**config.mk**
```make
export PLATFORM = sky130hd
export DESIGN_NAME = wide_add_sequencer
export DESIGN_NICKNAME = d
export VERILOG_FILES = /design/src/rtl/wide_add_sequencer_pkg.sv /design/src/rtl/wide_add_sequencer_cla.sv /design/src/rtl/wide_add_sequencer.sv
export SDC_FILE = /design/constraint.sdc
export NUM_CORES = 1
export LEC_CHECK = 0
export CORE_ASPECT_RATIO = 1.1
export CORE_MARGIN = 2
export CORE_UTILIZATION = 58
export CTS_CLUSTER_DIAMETER = 200
export CTS_CLUSTER_SIZE = 40
export DETAILED_ROUTE_END_ITERATION = 10
export DONT_BUFFER_PORTS = 1
export MAX_ROUTING_LAYER = met4
export PLACE_DENSITY = 0.86
export SLEW_MARGIN = 20
export SYNTH_ARGS = -nofsm -noshare
export SYNTH_HDL_FRONTEND = slang
export SYNTH_SLANG_ARGS = --single-unit
export TNS_END_PERCENT = 50
```
**constraint.sdc**
```tcl
create_clock -name clk -period 3.6 [get_ports clk]
set_input_delay 0.18 -clock clk [delete_from_list [all_inputs] [get_ports clk]]
set_output_delay 0.18 -clock clk [all_outputs]
set_load 0.03 [all_outputs]
```
**src/rtl/wide_add_sequencer_pkg.sv**
```systemverilog
// Shared definitions for the sequential wide adder: FSM encoding and adder slice width.
package wide_add_sequencer_pkg;

    localparam int SLICE_W = 16;

    typedef enum logic [1:0] {
        IDLE = 2'd0,
        RUN  = 2'd1,
        DONE = 2'd2
    } state_t;

endpackage

```
**src/rtl/wide_add_sequencer_cla.sv**
```systemverilog
// CLA_16: 16-bit carry-lookahead adder built from four 4-bit groups with group-level lookahead.
module CLA_16 (
    input  logic [15:0] X,
    input  logic [15:0] Y,
    input  logic        Cin,
    output logic [15:0] S,
    output logic        Cout
);

    logic [15:0] w_g;
    logic [15:0] w_p;
    logic [3:0]  w_gg;
    logic [3:0]  w_gp;
    logic [16:0] w_c;

    assign w_g = X & Y;
    assign w_p = X ^ Y;

    always_comb begin
        w_gg = '0;
        w_gp = '0;
        w_c  = '0;
        for (int j = 0; j < 4; j++) begin
            w_gp[j] = &w_p[4*j +: 4];
            w_gg[j] = w_g[4*j+3]
                    | (w_p[4*j+3] & w_g[4*j+2])
                    | (w_p[4*j+3] & w_p[4*j+2] & w_g[4*j+1])
                    | (w_p[4*j+3] & w_p[4*j+2] & w_p[4*j+1] & w_g[4*j]);
        end
        // Group carries are fully expanded so no group waits on its neighbour.
        w_c[0]  = Cin;
        w_c[4]  = w_gg[0] | (w_gp[0] & Cin);
        w_c[8]  = w_gg[1] | (w_gp[1] & w_gg[0]) | (w_gp[1] & w_gp[0] & Cin);
        w_c[12] = w_gg[2] | (w_gp[2] & w_gg[1]) | (w_gp[2] & w_gp[1] & w_gg[0])
                | (w_gp[2] & w_gp[1] & w_gp[0] & Cin);
        w_c[16] = w_gg[3] | (w_gp[3] & w_gg[2]) | (w_gp[3] & w_gp[2] & w_gg[1])
                | (w_gp[3] & w_gp[2] & w_gp[1] & w_gg[0])
                | (w_gp[3] & w_gp[2] & w_gp[1] & w_gp[0] & Cin);
        for (int j = 0; j < 4; j++) begin
            for (int i = 0; i < 3; i++) begin
                w_c[4*j+i+1] = w_g[4*j+i] | (w_p[4*j+i] & w_c[4*j+i]);
            end
        end
    end

    assign S    = w_p ^ w_c[15:0];
    assign Cout = w_c[16];

endmodule

```
**src/rtl/wide_add_sequencer.sv**
```systemverilog
// Multi-cycle WIDTH-bit add/subtract over one shared 16-bit CLA slice, LSB chunk first.
// Optional abort input enabled by defining WIDE_ADD_SEQUENCER_ABORT_EN.
module wide_add_sequencer
    import wide_add_sequencer_pkg::*;
#(
    parameter int WIDTH = 64,
    parameter int SLICE = SLICE_W
) (
    input  logic             clk,
    input  logic             rst_n,
    input  logic             start,
    input  logic             sub,
    input  logic             cin,
    input  logic [WIDTH-1:0] a,
    input  logic [WIDTH-1:0] b,
`ifdef WIDE_ADD_SEQUENCER_ABORT_EN
    input  logic             abort,
`endif
    output logic             busy,
    output logic             done,
    output logic [WIDTH-1:0] sum,
    output logic             cout,
    output logic             overflow
);

    localparam int NSLICE = WIDTH / SLICE;
    localparam int IDX_W  = (NSLICE > 1) ? $clog2(NSLICE) : 1;

    state_t             r_state;
    logic [IDX_W-1:0]   r_idx;
    logic [WIDTH-1:0]   r_a;
    logic [WIDTH-1:0]   r_b_eff;
    logic               r_carry;

    logic [SLICE-1:0]   w_x;
    logic [SLICE-1:0]   w_y;
    logic [SLICE-1:0]   w_s;
    logic               w_co;
    logic               w_last;
    logic               w_abort;

`ifdef WIDE_ADD_SEQUENCER_ABORT_EN
    assign w_abort = abort;
`else
    assign w_abort = 1'b0;
`endif

    assign w_x    = r_a[int'(r_idx)*SLICE +: SLICE];
    assign w_y    = r_b_eff[int'(r_idx)*SLICE +: SLICE];
    assign w_last = (r_idx == IDX_W'(NSLICE-1));

    CLA_16 u_slice (
        .X    (w_x),
        .Y    (w_y),
        .Cin  (r_carry),
        .S    (w_s),
        .Cout (w_co)
    );

    always_ff @(posedge clk or negedge rst_n) begin
        if (!rst_n) begin
            r_state  <= IDLE;
            r_idx    <= '0;
            r_a      <= '0;
            r_b_eff  <= '0;
            r_carry  <= 1'b0;
            busy     <= 1'b0;
            done     <= 1'b0;
            sum      <= '0;
            cout     <= 1'b0;
            overflow <= 1'b0;
        end else begin
            done <= 1'b0;
            case (r_state)
                IDLE: begin
                    if (start) begin
                        // Subtraction is a + ~b + 1: invert b and force the carry-in.
                        r_a     <= a;
                        r_b_eff <= sub ? ~b : b;
                        r_carry <= sub ? 1'b1 : cin;
                        sum     <= '0;
                        r_idx   <= '0;
                        busy    <= 1'b1;
                        r_state <= RUN;
                    end
                end
                RUN: begin
                    if (w_abort) begin
                        sum      <= '0;
                        cout     <= 1'b0;
                        overflow <= 1'b0;
                        r_idx    <= '0;
                        busy     <= 1'b0;
                        r_state  <= IDLE;
                    end else begin
                        sum[int'(r_idx)*SLICE +: SLICE] <= w_s;
                        r_carry <= w_co;
                        r_idx   <= r_idx + 1'b1;
                        if (w_last) begin
                            // The MSB chunk is written at this same edge, so use the slice output.
                            cout     <= w_co;
                            overflow <= (r_a[WIDTH-1] == r_b_eff[WIDTH-1]) &&
                                        (w_s[SLICE-1] != r_a[WIDTH-1]);
                            done     <= 1'b1;
                            r_state  <= DONE;
                        end
                    end
                end
                DONE: begin
                    r_idx   <= '0;
                    busy    <= 1'b0;
                    r_state <= IDLE;
                end
                default: begin
                    r_idx   <= '0;
                    busy    <= 1'b0;
                    r_state <= IDLE;
                end
            endcase
        end
    end

endmodule

```
After elaboration in Yosys (flattened, before gate mapping)
Index checks and enable logic that the tools add are counted.
Storage, ports and cells
  register bits: 201
  input port bits: 133
  output and inout bits: 68
  word-level logic and storage cells: 137
Cells by class
  $add $sub $neg: 2
  equal/unequal tests: 6
  shifts and indexed selects: 4
  muxes and demuxes: 16
  bitwise logic cells: 87
  reduce and logical (&&, ||, !) cells: 12
Operators with widths (number)
  64-bit two-way mux: 2
  64-bit one-hot mux with 2 select lines: 1
  64-bit by 7-bit indexed part select with 16-bit output: 2
  64-bit bitwise mux: 1
  64-bit NOT: 1
  16-bit by 33-bit variable shift with 64-bit output (first input constant): 1
  16-bit by 33-bit indexed part select with 64-bit output: 1
  1-bit bitwise AND: 48
  1-bit bitwise OR: 34
  6-bit negation with 33-bit output: 1
  16-bit bitwise XOR: 2
  16-bit bitwise AND: 1
  4-bit AND reduction: 4
  2-bit AND reduction: 5
  2-bit one-hot mux with 2 select lines: 2
  2-bit two-way mux: 3
  1-bit two-way mux: 5
  2-bit != test (second input constant): 2
  1-bit one-hot mux with 2 select lines: 2
  2-bit by 1-bit adder with 2-bit output (second input constant): 1
  2-bit by 1-bit == test with 1-bit output (second input constant): 1
  2-bit == test (second input constant): 1
  2-bit logical NOT: 1
  2-bit nonzero test: 1
  4 further kinds: 4

Logic depth before layout (Yosys ltp)
Gate-level depths: netlist of run 1.
  depth in word-level cells: 20
  depth in mapped cells: 15
  depth with buffers taken out: 13

Hierarchy
From an unflattened synthesis of run 1, not the netlist that was laid out.
Unflattened totals
  cells, all modules: 856
  area total of the unflattened synthesis: 9454.1 µm²
Modules (own cells, without submodules)
  wide_add_sequencer: times used 1, cells each 783, area each 8763.4 µm², seq. area each 5029.8 µm²
  CLA_16: times used 1, cells each 73, area each 690.7 µm², seq. area each 0.0 µm²

Worst setup path before layout of run 1
Ideal clock, no wire load.
  path type: register -> register
  start: register r_idx[0]
  end: register overflow
  setup time: 0.082 ns
  arrival time: 3.818 ns
  required time: 3.518 ns
  setup slack: -0.300 ns
  stages on the path, launching flop included: 16
  path buffers: 2
  clock period less this slack: 3.900 ns
  cells stage by stage: dfrtp_1 > buf_2 > buf_2 > mux4_2 > ha_1 > nand2_1 > o211ai_1 > and4b_1 > nor3_1 > fa_1 > fa_1 > inv_1 > fa_1 > xnor2_1 > or3_1 > a31oi_1
On the way
  word-level cells in the longest chain between the ends: 19
  elaborated cells between the ends (all ways): 50
  classes of those cells: eq/ne: 2; shift: 2; bitwise: 41; reduce/logical: 5
RTL lines
  start, declared: line wide_add_sequencer.sv:30  | logic [IDX_W-1:0] r_idx;
  start signal, assigned: line wide_add_sequencer.sv:98  | r_idx <= r_idx + 1'b1;
  64-bit by 7-bit indexed part select with 16-bit output, on equally long branches: line wide_add_sequencer.sv:48, wide_add_sequencer.sv:49
  16-bit bitwise XOR / 16-bit bitwise AND (equally long branches): line wide_add_sequencer_cla.sv:17, wide_add_sequencer_cla.sv:16
  1-bit bitwise AND, on equally long branches: line wide_add_sequencer_cla.sv:26, wide_add_sequencer_cla.sv:27, wide_add_sequencer_cla.sv:28
  1-bit bitwise OR, or another cell as far along: line wide_add_sequencer_cla.sv:26  | | (w_p[4*j+3] & w_g[4*j+2])
  1-bit bitwise OR / 1-bit bitwise AND (equally long branches): line wide_add_sequencer_cla.sv:27, wide_add_sequencer_cla.sv:28
  1-bit bitwise OR: line wide_add_sequencer_cla.sv:28  | | (w_p[4*j+3] & w_p[4*j+2] & w_p[4*j+1] & w_g[4*j]);
  1-bit bitwise AND: line wide_add_sequencer_cla.sv:34  | w_c[12] = w_gg[2] | (w_gp[2] & w_gg[1]) | (w_gp[2] & w_gp[1] & w_gg[0])
  1-bit bitwise OR (2 in a row): line wide_add_sequencer_cla.sv:34
  [... 2 more ...]
  1-bit bitwise OR: line wide_add_sequencer_cla.sv:41  | w_c[4*j+i+1] = w_g[4*j+i] | (w_p[4*j+i] & w_c[4*j+i]);
  1-bit bitwise AND: line wide_add_sequencer_cla.sv:41
  1-bit bitwise OR: line wide_add_sequencer_cla.sv:41
  1-bit bitwise AND: line wide_add_sequencer_cla.sv:41
  1-bit bitwise OR: line wide_add_sequencer_cla.sv:41
  16-bit bitwise XOR: line wide_add_sequencer_cla.sv:46  | assign S = w_p ^ w_c[15:0];
  1-bit != test: line wide_add_sequencer.sv:103  | (w_s[SLICE-1] != r_a[WIDTH-1]);
  1-bit logical AND: line wide_add_sequencer.sv:102  | overflow <= (r_a[WIDTH-1] == r_b_eff[WIDTH-1]) &&
  end signal, assigned: line wide_add_sequencer.sv:102
  end, declared: line wide_add_sequencer.sv:23  | output logic overflow
Several ways; a longest one is shown, not always the timed one.
A chain may end at the register's enable or synchronous reset.

Final worst setup path of run 1
  start: register r_idx[0]
  end: register sum[43]
On the way
  word-level cells in the longest chain between the ends: 20
  elaborated cells between the ends (all ways): 76
  classes of those cells: add/sub: 1; shift: 4; mux: 2; bitwise: 66; reduce/logical: 3
RTL lines
  64-bit by 7-bit indexed part select with 16-bit output, on equally long branches: line wide_add_sequencer.sv:48, wide_add_sequencer.sv:49
  16-bit bitwise XOR / 16-bit bitwise AND (equally long branches): line wide_add_sequencer_cla.sv:17, wide_add_sequencer_cla.sv:16
  1-bit bitwise AND, on equally long branches: line wide_add_sequencer_cla.sv:26, wide_add_sequencer_cla.sv:27, wide_add_sequencer_cla.sv:28
  1-bit bitwise OR, or another cell as far along: line wide_add_sequencer_cla.sv:26
  1-bit bitwise OR / 1-bit bitwise AND (equally long branches): line wide_add_sequencer_cla.sv:27, wide_add_sequencer_cla.sv:28
  1-bit bitwise OR: line wide_add_sequencer_cla.sv:28
  1-bit bitwise AND: line wide_add_sequencer_cla.sv:34
  1-bit bitwise OR (2 in a row): line wide_add_sequencer_cla.sv:34
  [... 3 more ...]
  1-bit bitwise AND: line wide_add_sequencer_cla.sv:41
  1-bit bitwise OR: line wide_add_sequencer_cla.sv:41
  1-bit bitwise AND: line wide_add_sequencer_cla.sv:41
  1-bit bitwise OR: line wide_add_sequencer_cla.sv:41
  16-bit bitwise XOR: line wide_add_sequencer_cla.sv:46
  16-bit by 33-bit indexed part select with 64-bit output: line wide_add_sequencer.sv:96  | sum[int'(r_idx)*SLICE +: SLICE] <= w_s;
  64-bit bitwise mux (*): line wide_add_sequencer.sv:96
  64-bit one-hot mux with 2 select lines (*): line wide_add_sequencer.sv:74  | case (r_state)
  end signal, assigned by index: line wide_add_sequencer.sv:96
  end, declared: line wide_add_sequencer.sv:21  | output logic [WIDTH-1:0] sum,
Mark *: on every way between the ends. The rest lies on a longest branch, timed or not.

==> results of run 1 <==
## per-layer routing
layer	vias to the layer above	track usage	wire, um
li1	3058	-	-
met1	3534	0.366	9620
met2	425	0.562	15100
met3	140	0.0637	2210
met4	0	0.142	1810
met5	-	-	0
## path summary, 6_finish.rpt
| check | slack, ns | endpoint | from |
|---|---|---|---|
| worst max-delay path | -0.21 | sum[43]$_DFFE_PN0P_ | r_idx[0]$_DFFE_PN0N_ |
| worst min-delay path | -0.62 | sum[18]$_DFFE_PN0P_ | rst_n |
| worst max register to register | -0.21 | sum[43]$_DFFE_PN0P_ | r_idx[0]$_DFFE_PN0N_ |
| worst min register to register | 0.54 | r_a[0]$_DFFE_PN0P_ | r_a[0]$_DFFE_PN0P_ |
| max in group asynchronous | 3.88 | r_b_eff[35]$_DFFE_PN0P_ | rst_n |
| min in group clk | 0.05 | r_b_eff[51]$_DFFE_PN0P_ | b[51] |
## through the flow
step / hold WS [ns] / cells / cell area, um2
floorplan: -0.116 / 786 / 9610
global placement: -0.109 / 959 / 9710
detailed placement: -0.108 / 959 / 9710
CTS: -0.624 / 1165 / 12000
global route: -0.634 / 1171 / 12200
finish: -0.619 / 1171 / 12200
## flip-flops by register name, indices dropped and copies added, names as in the netlist
name	cells
r_b_eff	64
r_carry	1
r_a	64
r_idx	2
sum	64
cout	1
overflow	1
busy	1
done	1
r_state	2
## logic make-up (layout without fill, tap and decap cells)
logic type | Yosys count | after routing | share of synthesized area
adder cells (fa/ha/maj) | 32 | 32 | 0.0514
buffers and inverters | 79 | 258 | 0.0438
flip-flops | 201 | 201 | 0.527
multiplexers | 96 | 96 | 0.151
AO/OA/AOI/OAI | 158 | 158 | 0.0966
XOR/XNOR | 68 | 68 | 0.0624
AND/OR/NAND/NOR | 152 | 152 | 0.0684
other | 0 | 2 | 0
## timing repair
item	CTS	global route
pin swaps	20	12
setup endpoints to repair	25	25
setup buffers	8	4
endpoints found under the hold margin	332	201
resized for setup	29	15
## power by group through the flow
stage          sequential, mW  clock [mW]  combinational, mW
6_report                 4.62        1.21               8.08
5_1_grt                  4.68        1.28               8.62
4_1_cts                  4.48        1.19               7.25
3_5_place_dp             4.56           0               6.20
3_3_place_gp             4.53           0               5.96
2_1_floorplan            4.18           0               4.58
## synth_stat cells, types with 12 or more instances
master	count	area, um2
a21oi_1	76	380
buf_2	21	105
dfrtp_1	201	5030
fa_1	12	240
ha_1	20	250
inv_1	30	113
mux2_2	64	721
mux4_2	32	721
nand2_1	56	210
nor2_1	72	270
o21ai_0	39	195
o2bb2ai_1	14	123
xnor2_1	65	569
## cell type report
type	count	area (um2)	share of cell area
Clock inverter	1	30.0	0.00247
Inverter	31	116	0.00958
Timing Repair Buffer	215	2160	0.178
Multi-Input combinational cell	506	4320	0.355
Antenna cell	2	5.00	0.000412
Sequential cell	201	5030	0.414
Clock buffer	11	233	0.0192
Tap cell	204	255	0.0210
==> results.cfg, run 1 <==
[outcome]
status = finished, violations left
violations = negative hold slack, negative setup slack

[power_and_ir_drop]
power_leakage_nw = 5.06
sw_frac_of_total = 0.458
clockPowerShare = 0.087
combPwrFrac = 0.581
switching_power_mw = 6.36
internal-power_mw = 7.54
p_seq_frac = 0.332
power.density_mw_per_mm2 = 1140
finalPower_mw = 13.9
ir_worst_vdd_v = 0.000633

[timing]
fin_ws_ns = -0.213
fmax_ghz = 0.262
grt_setup_unrepaired = yes
hold_viol = 201
hold_slack_ns = -0.619
post-route-period-util = 1.06
period_minus_slack_ns = 3.81
setup_viol = 17
drv_slew = 0
worst_slew_pin_slew_ns = 0.884
fin_skew_ns = 0.0634
relSlewSlack = 0.410
fin_setup_tns_ns = -2.52

[placed_design]
gp_congestion = 0.883
portBuffers = 0
hpwl_um = 15500
place_ws_ns = -0.397

[clock_tree]
cts_max_level = 1
cts_tree = built
cts.sinks = 201
clock_latency_ns = 0.48
cts_root_buf = clkbuf_16
cts.hold.buffers_added = 187
cts.clk_slew.worst_paths_ns = 0.15
cts_buffers = 9
clk_path_buf_depth = 3

[worst_setup_path]
slowest_stage = mux4_2
r2r.worst_path.cells = 13
crit_fanout = 8
crit_cells = 13
crit_family = adder cells
crit_chain = buf_12, mux4_2, ha_4, nand2_2, o211ai_1, buf_4, a21o_1, a21oi_2, fa_2, fa_2, fa_2, xor2_4, o21ai_1
crit_required_ns = 3.93
critPathMostFrequentCell = fa_2
arrival_ns = 4.15
path_buf_inv = 2
max_stage_delay_ns = 0.56
critical_path.endpoint_type = register
criticalPathCategory = register to register
start_kind = register

[logic_synthesis]
synthArstFlopShare = 1.00
ys_seq_area_frac = 0.527
syn_area_mm2 = 0.00955
synth-seq-cells = 201
synth_edf_count = 0
synth.distinct_cells = 42
yosysWarnings = 0
syn_avg_cell_area_um2 = 12.2
synth_cells = 786
synth-main-ff-cell = dfrtp_1
syn_nets = 951

[floorplanning]
ios = 201
dieHeight_um = 139
die_w_um = 126
num_rows = 49
core-area_mm2 = 0.0162
start_util = 0.588
dieArea_mm2 = 0.0175

[route]
drc = 0
dr.first_iter.drc_count = 595
first_pass_iters = 5
vias_per_cell = 6.11
num_vias = 7157
finalWirelength_um = 28700
ant_nets = 0
wl_per_cell_um = 24.5

[layout]
fill_cells = 925
final_cell_mix = 200 x dfrtp_1, 187 x dlygate4sd3_1, 73 x a21oi_1
final_util = 0.748
final_common_cell = dfrtp_1
drive_above_1_share = 0.191
fin_nets = 1129
area_delta_synth_final_pct = 27.2

[job]
max_cap_violations = 0

[global_routing]
grt_pass1_wl_um = 42400
grt_pass1_vias = 7392
gr-total-overflow = 0
antenna_found_initial = 2
grt_max_degree = 202
grt_util_all_layers = 0.325

[hold_path]
hold_path.class = primary input to asynchronous set/reset pin
(Power assumes the default switching activity.)
==> inputs of run 2 (changes only) <==
--- a/config.mk
+++ b/config.mk
@@ -5,15 +5,16 @@
 export SDC_FILE = /design/constraint.sdc
 export NUM_CORES = 1
 export LEC_CHECK = 0
+export ABC_CLOCK_PERIOD_IN_PS = 4250
 export CORE_ASPECT_RATIO = 1.1
 export CORE_MARGIN = 2
-export CORE_UTILIZATION = 58
+export CORE_UTILIZATION = 47
 export CTS_CLUSTER_DIAMETER = 200
 export CTS_CLUSTER_SIZE = 40
 export DETAILED_ROUTE_END_ITERATION = 10
 export DONT_BUFFER_PORTS = 1
 export MAX_ROUTING_LAYER = met4
-export PLACE_DENSITY = 0.86
+export PLACE_DENSITY = 0.72
 export SLEW_MARGIN = 20
 export SYNTH_ARGS = -nofsm -noshare
 export SYNTH_HDL_FRONTEND = slang
==> constraint.sdc (replaced) <==
create_clock -name clk -period 4.25 [get_ports clk]
set_input_delay 0.2125 -clock clk [delete_from_list [all_inputs] [get_ports clk]]
set_output_delay 0.2125 -clock clk [all_outputs]
set_load 0.03 [all_outputs]
==> results.cfg, run 2 (synthesis gave the netlist of run 1 again) <==
[floorplanning]
start_util = 0.481
core-area_mm2 = 0.0199
num_rows = 54
dieArea_mm2 = 0.0215
die_w_um = 140
ios = 201
dieHeight_um = 154

[route]
ant_nets = 0
num_vias = 6663
wl_per_cell_um = 21.3
dr.first_iter.drc_count = 438
vias_per_cell = 5.57
finalWirelength_um = 25500
drc = 0
first_pass_iters = 8

[layout]
area_delta_synth_final_pct = 23.5
top_regs = r_a (64), r_b_eff (64), sum (64)
fin_nets = 1108
fill_cells = 1549
drive_above_1_share = 0.139
stdcell_area_mm2 = 0.0118
layoutNonFillerInstCount = 1197
final_common_cell = dfrtp_1
final_cell_mix = 200 x dfrtp_1, 188 x dlygate4sd3_1, 76 x a21oi_1

[timing]
fin_setup_tns_ns = 0
drv_slew = 0
period_minus_slack_ns = 4.08
post-route-period-util = 0.959
fin_skew_ns = 0.0729
setup_viol = 0
hold_slack_ns = -0.591
hold_viol = 201
fin_ws_ns = 0.175
worst_slew_pin_slew_ns = 0.901
fmax_ghz = 0.245
relSlewSlack = 0.400
grt_setup_unrepaired = no

[worst_setup_path]
arrival_ns = 4.43
crit_required_ns = 4.60
crit_fanout = 7
start_kind = register
r2r.worst_path.cells = 12
critical_path.endpoint_type = register
criticalPathCategory = register to register

[power_and_ir_drop]
p_seq_frac = 0.384
combPwrFrac = 0.514
power_leakage_nw = 4.92
ir_worst_vdd_v = 0.000511
clockPowerShare = 0.102
power.density_mw_per_mm2 = 852
switching_power_mw = 4.62
internal-power_mw = 5.43
sw_frac_of_total = 0.460

[placed_design]
portBuffers = 0
place_area_mm2 = 0.00963
dpl.cell_count = 995
hpwl_um = 16300
place_ws_ns = 0.290
gp_congestion = 0.871

[clock_tree]
cts.clk_slew.worst_paths_ns = 0.15
cts_max_level = 1
clock_latency_ns = 0.48
cts_tree = built
cts_root_buf = clkbuf_16
cts.sinks = 201
clk_path_buf_depth = 3
cts_buffers = 9

[hold_path]
hold_path.class = primary input to asynchronous set/reset pin

[global_routing]
grt_max_degree = 202
antenna_found_initial = 1
grt_pass1_wl_um = 40100
grt_pass1_vias = 7050
gr-total-overflow = 0
grt_util_all_layers = 0.245

[outcome]
violations = negative hold slack
status = finished, violations left

[job]
max_cap_violations = 0
[run 2: cell types whose count changed in the layout (fill, tap and decap cells not counted), moves of 2 or more]
cell | before | now
a21oi_2 | 3 | 0
inv_2 | 3 | 1
inv_1 | 28 | 30
fa_2 | 8 | 0
buf_12 | 6 | 2
o21ai_0 | 28 | 39
xor2_1 | 1 | 3
a21oi_1 | 73 | 76
o21ai_2 | 15 | 10
ha_4 | 7 | 0
ha_1 | 13 | 20
buf_4 | 21 | 4
fa_1 | 4 | 12
o21ai_1 | 8 | 2
[run 2: final cells by class]
cell class                 instances  area, um2  area share
inverter                          31        116     0.00986
timing repair buffer             194       1950       0.165
clock buffer                      11        233      0.0197
clock inverter                     1       30.0     0.00255
multi-input combinational        506       4120       0.349
antenna                            1       2.50    0.000212
tap                              252        315      0.0267
sequential                       201       5030       0.426
[run 2: stage by stage]
| stage | hold WS [ns] | utilization | power [mW] |
|---|---|---|---|
| 2_1_floorplan | -0.0831 | - | 7.29 |
| 3_3_place_gp | -0.0756 | 0.485 | 8.65 |
| 3_5_place_dp | -0.0722 | 0.485 | 8.79 |
| 4_1_cts | -0.594 | 0.592 | 9.98 |
| 5_1_grt | -0.609 | 0.594 | 10.7 |
| 6_report | -0.591 | 0.594 | 10.0 |
[run 2: power groups by stage]
stage | logic [mW] | registers, mW | clock network (mW)
final | 5.17 | 3.86 | 1.02
after global routing | 5.70 | 3.94 | 1.10
after CTS | 5.10 | 3.84 | 1.04
after detailed placement | 4.90 | 3.89 | 0
after global placement | 4.77 | 3.88 | 0
after floorplan | 3.75 | 3.54 | 0
[run 2: repair_timing]
action	CTS	global route
hold buffers	187	1
setup endpoints to repair	0	1
endpoints found under the hold margin	331	202
setup buffers	0	1
resized for setup	0	1
[run 2: critical path: stages, from the launching register on]
cell and delay, ns:
dfrtp_2 0.54, buf_4 0.18, mux4_2 0.51, ha_1 0.30, nand2_1 0.06, o211ai_1 0.39, a21o_1 0.18, a21oi_1 0.08
fa_1 0.38, fa_1 0.39, fa_1 0.38, xor2_1 0.38, o21ai_0 0.17
[run 2: layer usage]
metal | GRT usage | part of all wire | up-vias
met1 | 0.301 | 0.40 | 3358
met3 | 0.0321 | 0.050 | 43
met4 | 0.0657 | 0.027 | 0
met5 | - | 0 | -
li1 | - | - | 3022
met2 | 0.430 | 0.53 | 240
[run 2: final timing paths]
check,from,slack (ns),to
min in group clk,start,0.06,r_carry$_DFFE_PN0P_
max in group asynchronous,rst_n,4.53,cout$_DFFE_PN0P_
worst min-delay path,rst_n,-0.59,sum[17]$_DFFE_PN0P_
worst max-delay path,r_idx[0]$_DFFE_PN0N_,0.17,sum[27]$_DFFE_PN0P_
worst max register to register,r_idx[0]$_DFFE_PN0N_,0.17,sum[27]$_DFFE_PN0P_
worst min register to register,r_a[57]$_DFFE_PN0P_,0.53,r_a[57]$_DFFE_PN0P_
